$ cat config.mk
export PLATFORM = sky130hd
export DESIGN_NAME = breath_ramp_ctrl
export DESIGN_NICKNAME = d
export VERILOG_FILES = /design/src/rtl/breath_pkg.sv /design/src/rtl/frame_div.sv /design/src/rtl/breath_ramp_ctrl.sv
export SDC_FILE = /design/constraint.sdc
export NUM_CORES = 1
export LEC_CHECK = 0
export ABC_AREA = 1
export BUFFER_PORTS_ARGS = -buffer_cell sky130_fd_sc_hd__buf_2
export CAP_MARGIN = 10
export CORE_ASPECT_RATIO = 1.5
export CORE_MARGIN = 5
export CORE_UTILIZATION = 45
export CTS_BUF_LIST = sky130_fd_sc_hd__clkbuf_4 sky130_fd_sc_hd__clkbuf_8
export DETAILED_ROUTE_END_ITERATION = 10
export PLACE_DENSITY = 0.71
export SLEW_MARGIN = 20
export SYNTH_ARGS = -nofsm -noshare
export SYNTH_HDL_FRONTEND = slang
export SYNTH_SLANG_ARGS = --single-unit
$ cat constraint.sdc
create_clock -name clk -period 3.9 [get_ports clk]
set_clock_uncertainty 0.05 [all_clocks]
set_input_delay 0.195 -clock clk [delete_from_list [all_inputs] [get_ports clk]]
set_output_delay 0.195 -clock clk [all_outputs]
set_load 0.005 [all_outputs]
$ cat src/rtl/breath_pkg.sv
// rtl/breath_pkg.sv - shared state encoding and default timing for the breathing ramp sequencer
package breath_pkg;

    localparam int PHASE_W = 3;
    localparam int FRAME_W = 16;

    typedef enum logic [PHASE_W-1:0] {
        IDLE      = 3'd0,
        RAMP_UP   = 3'd1,
        HOLD_HIGH = 3'd2,
        RAMP_DOWN = 3'd3,
        HOLD_LOW  = 3'd4
    } state_t;

    localparam int DEF_DUTY_W          = 19;
    localparam int DEF_PWM_CYCLE       = 500000;
    localparam int DEF_DUTY_MIN        = 25000;
    localparam int DEF_DUTY_MAX        = 475000;
    localparam int DEF_STEP            = 50000;
    localparam int DEF_FRAMES_PER_STEP = 15;
    localparam int DEF_HOLD_FRAMES     = 50;

endpackage

$ cat src/rtl/frame_div.sv
// rtl/frame_div.sv - PWM-period counter with a runtime terminal count
module frame_div
    import breath_pkg::*;
(
    input  logic               clk,
    input  logic               rst,
    input  logic               inc,
    input  logic               clr,
    input  logic [FRAME_W-1:0] tc_val,
    output logic               tc
);

    logic [FRAME_W-1:0] cnt_q;
    logic [FRAME_W-1:0] cnt_d;

    // tc fires on the period_end that completes the current span
    assign tc = inc && (cnt_q == tc_val);

    // clear wins over counting; wrap to zero on terminal count
    always_comb begin
        cnt_d = cnt_q;
        if (clr) begin
            cnt_d = '0;
        end else if (tc) begin
            cnt_d = '0;
        end else if (inc) begin
            cnt_d = cnt_q + FRAME_W'(1);
        end
    end

    // counter register
    always_ff @(posedge clk or posedge rst) begin
        if (rst) begin
            cnt_q <= '0;
        end else begin
            cnt_q <= cnt_d;
        end
    end

endmodule

$ cat src/rtl/breath_ramp_ctrl.sv
// rtl/breath_ramp_ctrl.sv - duty schedule sequencer for a breathing LED PWM generator
module breath_ramp_ctrl
    import breath_pkg::*;
#(
    parameter int DUTY_W          = DEF_DUTY_W,
    parameter int PWM_CYCLE       = DEF_PWM_CYCLE,
    parameter int DUTY_MIN        = DEF_DUTY_MIN,
    parameter int DUTY_MAX        = DEF_DUTY_MAX,
    parameter int STEP            = DEF_STEP,
    parameter int FRAMES_PER_STEP = DEF_FRAMES_PER_STEP,
    parameter int HOLD_FRAMES     = DEF_HOLD_FRAMES
) (
    input  logic               clk,
    input  logic               rst,
    input  logic               start,
    input  logic               stop,
    input  logic               abort,
    input  logic [7:0]         n_breaths,
    input  logic               period_end,
    output logic [DUTY_W-1:0]  duty,
    output logic               duty_vld,
    output logic [PHASE_W-1:0] phase,
    output logic               busy,
    output logic               done
);

    if (DUTY_MAX > PWM_CYCLE) begin : g_bad_cycle
        $error("DUTY_MAX exceeds PWM_CYCLE");
    end
    if (DUTY_MIN > DUTY_MAX) begin : g_bad_range
        $error("DUTY_MIN exceeds DUTY_MAX");
    end
    if (STEP <= 0 || FRAMES_PER_STEP < 1) begin : g_bad_step
        $error("STEP and FRAMES_PER_STEP must be positive");
    end

    localparam logic [DUTY_W-1:0]  MIN_D   = DUTY_W'(DUTY_MIN);
    localparam logic [DUTY_W-1:0]  MAX_D   = DUTY_W'(DUTY_MAX);
    localparam logic [DUTY_W:0]    STEP_X  = (DUTY_W+1)'(STEP);
    localparam logic [DUTY_W:0]    MAX_X   = (DUTY_W+1)'(DUTY_MAX);
    localparam logic [DUTY_W:0]    DN_TH_X = (DUTY_W+1)'(DUTY_MIN + STEP);
    localparam logic [DUTY_W-1:0]  STEP_D  = DUTY_W'(STEP);
    localparam bit                 FLAT    = (DUTY_MIN == DUTY_MAX);
    localparam logic [FRAME_W-1:0] RAMP_TC = FRAME_W'(FRAMES_PER_STEP - 1);
    localparam logic [FRAME_W-1:0] HOLD_TC = (HOLD_FRAMES == 0) ? '0 : FRAME_W'(HOLD_FRAMES - 1);

    state_t             state_q, state_d, exit_state;
    logic [DUTY_W-1:0]  duty_q, duty_d, up_val, dn_val;
    logic [DUTY_W:0]    up_sum;
    logic               duty_vld_q, duty_vld_d;
    logic               done_q, done_d;
    logic [7:0]         breath_q, breath_d, breath_inc;
    logic [7:0]         nlat_q, nlat_d;
    logic               stop_pend_q, stop_pend_d;
    logic               exit_idle;
    logic               frame_inc, frame_clr, frame_tc;
    logic [FRAME_W-1:0] tc_val;

    // frames only count while a sequence runs; any state change restarts the span
    assign frame_inc = period_end && (state_q != IDLE);
    assign frame_clr = (state_d != state_q);
    assign tc_val    = (state_q == HOLD_HIGH || state_q == HOLD_LOW) ? HOLD_TC : RAMP_TC;

    frame_div u_frame_div (
        .clk    (clk),
        .rst    (rst),
        .inc    (frame_inc),
        .clr    (frame_clr),
        .tc_val (tc_val),
        .tc     (frame_tc)
    );

    // saturating step arithmetic and the decision taken when HOLD_LOW ends
    always_comb begin
        up_sum     = {1'b0, duty_q} + STEP_X;
        up_val     = (up_sum >= MAX_X) ? MAX_D : up_sum[DUTY_W-1:0];
        dn_val     = ({1'b0, duty_q} >= DN_TH_X) ? (duty_q - STEP_D) : MIN_D;
        breath_inc = breath_q + 8'd1;
        exit_idle  = stop_pend_q || stop || ((nlat_q != 8'd0) && (breath_inc == nlat_q));
        exit_state = exit_idle ? IDLE : (FLAT ? HOLD_HIGH : RAMP_UP);
    end

    // next-state, duty schedule and bookkeeping; abort overrides everything
    always_comb begin
        state_d     = state_q;
        duty_d      = duty_q;
        done_d      = 1'b0;
        breath_d    = breath_q;
        nlat_d      = nlat_q;
        stop_pend_d = stop_pend_q;
        if (stop && state_q != IDLE) begin
            stop_pend_d = 1'b1;
        end
        case (state_q)
            IDLE: begin
                if (start) begin
                    state_d  = FLAT ? HOLD_HIGH : RAMP_UP;
                    duty_d   = MIN_D;
                    breath_d = 8'd0;
                    nlat_d   = n_breaths;
                end
            end
            RAMP_UP: begin
                if (frame_tc) begin
                    duty_d = up_val;
                    if (up_val == MAX_D) begin
                        state_d = (HOLD_FRAMES == 0) ? RAMP_DOWN : HOLD_HIGH;
                    end
                end
            end
            HOLD_HIGH: begin
                if (frame_tc) begin
                    state_d = FLAT ? HOLD_LOW : RAMP_DOWN;
                end
            end
            RAMP_DOWN: begin
                if (frame_tc) begin
                    duty_d = dn_val;
                    if (dn_val == MIN_D) begin
                        if (HOLD_FRAMES != 0) begin
                            state_d = HOLD_LOW;
                        end else begin
                            state_d  = exit_state;
                            breath_d = breath_inc;
                            if (exit_idle) begin
                                duty_d = '0;
                                done_d = 1'b1;
                            end
                        end
                    end
                end
            end
            HOLD_LOW: begin
                if (frame_tc) begin
                    state_d  = exit_state;
                    breath_d = breath_inc;
                    if (exit_idle) begin
                        duty_d = '0;
                        done_d = 1'b1;
                    end
                end
            end
            default: begin
                state_d = IDLE;
                duty_d  = '0;
            end
        endcase
        if (abort) begin
            state_d  = IDLE;
            duty_d   = '0;
            done_d   = 1'b0;
            breath_d = 8'd0;
            nlat_d   = 8'd0;
        end
        if (state_d == IDLE) begin
            stop_pend_d = 1'b0;
        end
        duty_vld_d = (duty_d != duty_q);
    end

    // state and output registers
    always_ff @(posedge clk or posedge rst) begin
        if (rst) begin
            state_q     <= IDLE;
            duty_q      <= '0;
            duty_vld_q  <= 1'b0;
            done_q      <= 1'b0;
            breath_q    <= 8'd0;
            nlat_q      <= 8'd0;
            stop_pend_q <= 1'b0;
        end else begin
            state_q     <= state_d;
            duty_q      <= duty_d;
            duty_vld_q  <= duty_vld_d;
            done_q      <= done_d;
            breath_q    <= breath_d;
            nlat_q      <= nlat_d;
            stop_pend_q <= stop_pend_d;
        end
    end

    // outputs decoded from the registered state
    always_comb begin
        phase    = state_q;
        busy     = (state_q != IDLE);
        duty     = duty_q;
        duty_vld = duty_vld_q;
        done     = done_q;
    end

endmodule

==> results of run 1 <==
[power by group through the flow]
stage / Sequential, W / Combinational (W) / Clock (W)
2_1_floorplan: 0.000630 / 0.000192 / 0
3_3_place_gp: 0.000644 / 0.000255 / 0
3_5_place_dp: 0.000643 / 0.000255 / 0
4_1_cts: 0.000632 / 0.000257 / 0.000611
5_1_grt: 0.000634 / 0.000301 / 0.000641
6_report: 0.000633 / 0.000264 / 0.000598
[metal layers]
| metal | global-route usage [%] | part of all wire, % | vias to the layer above |
|---|---|---|---|
| met5 | 0 | 0 | - |
| met4 | 12.88 | 4.7 | 0 |
| met3 | 4.008 | 5.3 | 59 |
| met2 | 41.18 | 50 | 219 |
| met1 | 28.19 | 40 | 2661 |
| li1 | - | - | 2869 |
[registers in the layout, summed over array words and instances, names as in the netlist]
name               count
u_frame_div.cnt_q     16
phase                  3
duty                  19
breath_q               8
stop_pend_q            1
nlat_q                 8
done                   1
duty_vld               1
[cells by family (layout without fill, tap and decap cells)]
logic type | after synthesis | count (layout) | synth area share (%)
AO/OA/AOI/OAI | 91 | 91 | 9.378
XOR/XNOR | 14 | 14 | 2.303
adder cells (fa/ha/maj) | 5 | 5 | 1.175
buffers and inverters | 164 | 201 | 12.88
flip-flops | 57 | 57 | 26.79
AND/OR/NAND/NOR | 544 | 544 | 47.47
[cell usage in the layout, fill, tap and decap left out, drive strengths merged, types with 2 or more instances in the layout]
master,n
nand4,29
nor4,4
buf,50
clkinv,4
o211ai,4
o21ai,49
xnor2,2
xor2,12
ha,5
a21oi,24
inv,132
nor3,14
o21bai,2
nand3,120
o22ai,6
nor2,85
dfrtp,57
or2,2
clkbuf,12
nand2,286
[worst paths after layout]
path	start	endpoint	slack [ns]	cells after the start
setup / recovery	duty[4]	u_frame_div.cnt_q[12]	0.40	20
hold / removal	n_breaths[3]	nlat_q[3]	0.02	3
setup reg to reg	duty[4]	u_frame_div.cnt_q[12]	0.40	20
hold reg to reg	stop_pend_q	stop_pend_q	0.51	2
max in group asynchronous	rst	breath_q[7]	2.55	4
min in group asynchronous	rst	phase[2]	0.43	3
[worst max-delay path: cells and delay by family (launching register included)]
family,cells,cell delay [ns]
buffers and inverters,4,0.55
XOR/XNOR,1,0.26
AND/OR/NAND/NOR,12,1.39
adder cells (fa/ha/maj),1,0.24
AO/OA/AOI/OAI,2,0.40
flip-flops,1,0.53
[stage by stage]
step	hold WS [ns]	area, um2	instances	setup slack (ns)	power (W)
after detailed placement	0.2961	5612	1044	0.2733	0.0008984
after global placement	0.2974	5612	1044	0.2546	0.0008992
after global routing	0.03383	5853	1062	0.1097	0.001577
after CTS	0.01502	5832	1061	0.2192	0.001500
after floorplan	0.2185	5324	875	1.120	0.0008223
final	0.02075	5853	1062	0.4030	0.001495
[area by class of cell]
cell class	instances	area (um2)	share of cell area, %
repair buffers	51	302.8	5.173
multi-input cells	654	3222	55.04
inverters	134	503.0	8.593
clock inverters	4	51.30	0.8764
clock buffers	12	158.9	2.715
well taps	150	187.7	3.207
flip-flops and latches	57	1428	24.39
[timing repair]
action                                 CTS  global route
hold buffers                             1             0
endpoints found under the hold margin   30             0
setup buffers                            0             1
setup endpoints to repair                0            16
resized for setup                        0             1
==> results.yml, run 1 <==
power:
  p_leak_nw: 3.064
  ir_drop_v: 0.0001376
  power.share.sequential_pct: 42.3
  p_per_area_nw_per_um2: 255.4
  p_sw_w: 0.0004668
  p_int_w: 0.001028
  power.share.combinational_pct: 17.7
  switching_share_pct: 31.23
  clkPwrFrac_pct: 40.0
routing:
  drtIter0Drc: 494
  post-route-drc-count: 0
  vias: 5808
  wl_mm: 16.20
  via_per_inst: 5.469
  drt_first_pass_iters: 7
  final_antenna_net_count: 0
  wire_per_inst_um: 15.26
yosys:
  syn_inst: 875
  synth_top_area_share_pct: 26.79
  synth_area_um2: 5324
  synth_area_per_cell_um2: 6.084
  ys.warnings.count: 0
  synth_common_cells: "nand2_1 (265), inv_1 (117), nand3_1 (117)"
  yosysSeqAreaShare_pct: 26.79
  synth_seq_cells: 57
  synth_ff_type: "dfrtp_1"
  synth.most_common_cell: "nand2_1"
  synthTopCellsByArea: "dfrtp_1 (27%), nand2_1 (19%), nand3_1 (11%)"
  synth_edf_count: 0
  syn_nets: 894
  synth_cell_types: 44
  async_reset_ff_share_pct: 100.0
  yosysTopAreaCell: "dfrtp_1"
cts:
  cts_max_level: 3
  cts_buffers: 9
  clk_path_buf_depth: 2
  clkSinkCount: 57
  cts_root_buffer: "clkbuf_8"
  clk_pin_slew_ns: 0.07
  cts_tree: "done"
  insertion_delay_ns: 0.36
run:
  maxCapViolations: 0
worst_setup_path:
  slowest_stage: "dfrtp_1"
  crit_path_end_kind: "flip-flop"
  crit_required_ns: 4.14
  worstPathArrival_ns: 3.73
  path_cells: "inv_1 > ha_1 > inv_1 > nand2_1 > nand2_1 > nand3_1 > inv_1 > nor2_1 > o21ai_0 > nand3_1 > nor2_1 > nand3_1 > nor2_1 > nand2_1 > o21ai_1 > nand2_1 > xor2_1 > nand3_4 > buf_12 > nor2_1"
  slowest_delay_ns: 0.53
  critical_path_class: "reg2reg"
  crit_fanout: 16
  start_kind: "flip-flop"
timing:
  worst_pin_slew_ns: 0.9179
  setup_viol: 0
  finalCriticalPeriod_ns: 3.497
  slew_headroom_pct: 38.74
  timing.final.crit_share_pct: 89.67
  setup-tns-final_ns: 0
  maxSlewViolCount: 0
  rsz0062_at_grt: "false"
  max_freq_mhz: 286.0
  hold_viol: 0
final_layout:
  drive_gt1_share_pct: 14.69
  fill_cells: 1240
  fin_util_pct: 50.76
  areaGrowthSynthToFinish_pct: 9.941
  fin_nets: 926
  antenna_cells: 0
min_path:
  hp-class: "in2reg"
grt:
  grt_usage_pct: 23.91
  overflow: 0
  grt_pass1_wl_mm: 27.14
  antenna_found_initial: 0
  grt_pass1_vias: 5599
  grt_max_degree: 32
floorplanning:
  start_util_pct: 46.17
  fp.dieH_um: 143.2
  pin_count: 39
  core_um2: 11530
  dieArea_um2: 14150
  die_width_um: 98.81
  rows: 48
placement:
  hpwl_mm: 12.21
  place.gp.congestion: 0.9775
  io_buffers: 38
run_status:
  outcome: "completed"
No activity file was read; power rests on OpenSTA's default activity.
==> run 2: changes to the inputs <==
==> constraint.sdc (replaced) <==
create_clock -name clk -period 3.7 [get_ports clk]
set_clock_uncertainty 0.05 [all_clocks]
set_input_delay 0.185 -clock clk [delete_from_list [all_inputs] [get_ports clk]]
set_output_delay 0.185 -clock clk [all_outputs]
set_load 0.005 [all_outputs]
==> run 2 against run 1 <==
Die area stayed put; flip-flop and latch count did not move; sequential power rose by 4.7%; core utilization grew 0.39 points; sequential share of layout area shrank 0.21 points; fmax rose by 1.1%; combinational power grew 9.8%; critical path type unchanged.
==> results.yml, run 2 (synthesis gave the netlist of run 1 again) <==
run_status:
  outcome: "completed"
cts:
  cts_buffers: 9
  clk_path_buf_depth: 2
  insertion_delay_ns: 0.36
  clk_pin_slew_ns: 0.08
  clkSinkCount: 57
  cts_root_buffer: "clkbuf_8"
  cts_max_level: 3
  cts_tree: "done"
final_layout:
  fin_util_pct: 51.15
  final_common_cell: "nand2_1"
  largest_register_ff_count: 19
  final_cell_mix: "nand2_1 (264), nand3_1 (117), inv_1 (116)"
  fin_nets: 932
  stdcell_count: 1068
  areaGrowthSynthToFinish_pct: 10.79
  antenna_cells: 0
  drive_gt1_share_pct: 14.92
  fill_cells: 1232
timing:
  slew_headroom_pct: 41.27
  setup-tns-final_ns: 0
  hold_viol: 0
  max_freq_mhz: 289.1
  setup_viol: 0
  timing.final.crit_share_pct: 93.50
  rsz0062_at_grt: "false"
  maxSlewViolCount: 0
  finalCriticalPeriod_ns: 3.459
  worst_pin_slew_ns: 0.8801
worst_setup_path:
  start_kind: "flip-flop"
  crit_fanout: 16
  r2r_slack_ns: 0.24
  critical_path_class: "reg2reg"
  crit_required_ns: 3.94
  crit_path_end_kind: "flip-flop"
  worstPathArrival_ns: 3.70
min_path:
  hp-class: "in2reg"
placement:
  hpwl_mm: 12.48
  io_buffers: 38
  place.gp.congestion: 1.049
  placed_cells: 1047
routing:
  via_per_inst: 5.434
  wl_mm: 16.49
  vias: 5804
  post-route-drc-count: 0
  drtIter0Drc: 454
  wire_per_inst_um: 15.44
  final_antenna_net_count: 0
  drt_first_pass_iters: 5
floorplanning:
  start_util_pct: 46.17
  die_width_um: 98.81
  rows: 48
  dieArea_um2: 14150
  fp.dieH_um: 143.2
  core_um2: 11530
  pin_count: 39
run:
  maxCapViolations: 0
grt:
  grt_usage_pct: 24.17
  antenna_found_initial: 0
  grt_pass1_vias: 5461
  grt_max_degree: 32
  overflow: 0
  grt_pass1_wl_mm: 27.23
power:
  p_per_area_nw_per_um2: 265.5
  p_total_w: 0.001566
  ir_drop_v: 0.0001737
  p_leak_nw: 3.087
run 2: critical path, stage by stage, from the launching register on:
cell	delay, ns
dfrtp_1	0.55
inv_1	0.20
ha_1	0.24
inv_1	0.07
nand2_1	0.07
nand2_1	0.11
nand3_1	0.21
inv_1	0.11
nor2_1	0.04
o21ai_1	0.28
nand3_1	0.12
nor2_1	0.12
nand3_1	0.08
nor2_1	0.22
nor2_1	0.12
nor2_2	0.08
nand2_1	0.10
nand2_2	0.09
nand2_1	0.08
nand2_2	0.08
nand3_4	0.08
buf_12	0.18
nor2_1	0.10
run 2: worst paths after layout:
kind	from	end	cells past startpoint
hold / removal	abort	done	2
setup / recovery	duty[4]	u_frame_div.cnt_q[12]	22
max in group asynchronous	rst	duty[9]	4
hold reg to reg	stop_pend_q	stop_pend_q	2
min in group asynchronous	rst	done	3
setup reg to reg	duty[4]	u_frame_div.cnt_q[12]	22
run 2: layer usage:
layer	wire [um]	GRT usage (%)	share of wire, %	vias to the layer above
met5	0	0	0	-
li1	-	-	-	2891
met2	8180	41.96	50	217
met3	916	4.399	5.6	77
met4	959	14.03	5.8	0
met1	6429	27.57	39	2619
run 2: power breakdown:
part | total, W | internal [W] | switching (W)
Sequential | 0.000663 | 0.000639 | 0.0000249
Clock | 0.000612 | 0.000316 | 0.000296
Combinational | 0.000290 | 0.0000943 | 0.000196
run 2: what timing repair did:
| action | 4_1_cts | 5_1_grt |
|---|---|---|
| endpoints found under the setup margin | 0 | 17 |
| setup buffers | 0 | 1 |
| gates resized for setup | 0 | 2 |
| hold buffers | 4 | 0 |
| hold endpoints to repair | 29 | 0 |
run 2: layout make-up:
cell class | count | area, um2 | area share [%]
Clock buffer | 9 | 123.9 | 2.100
Clock inverter | 7 | 77.57 | 1.315
Inverter | 134 | 503.0 | 8.528
Multi-Input combinational cell | 654 | 3224 | 54.67
Sequential cell | 57 | 1426 | 24.18
Tap cell | 150 | 187.7 | 3.182
Timing Repair Buffer | 57 | 355.3 | 6.025
run 2: stage by stage:
step | setup WS [ns] | cell area (um2) | hold slack [ns]
after floorplan | 0.9204 | 5324 | 0.2085
after global placement | 0.06875 | 5634 | 0.2344
after detailed placement | 0.08121 | 5634 | 0.2361
after CTS | 0.05023 | 5876 | 0.01035
after global routing | 0.01598 | 5898 | 0.01192
final | 0.2405 | 5898 | 0.01640
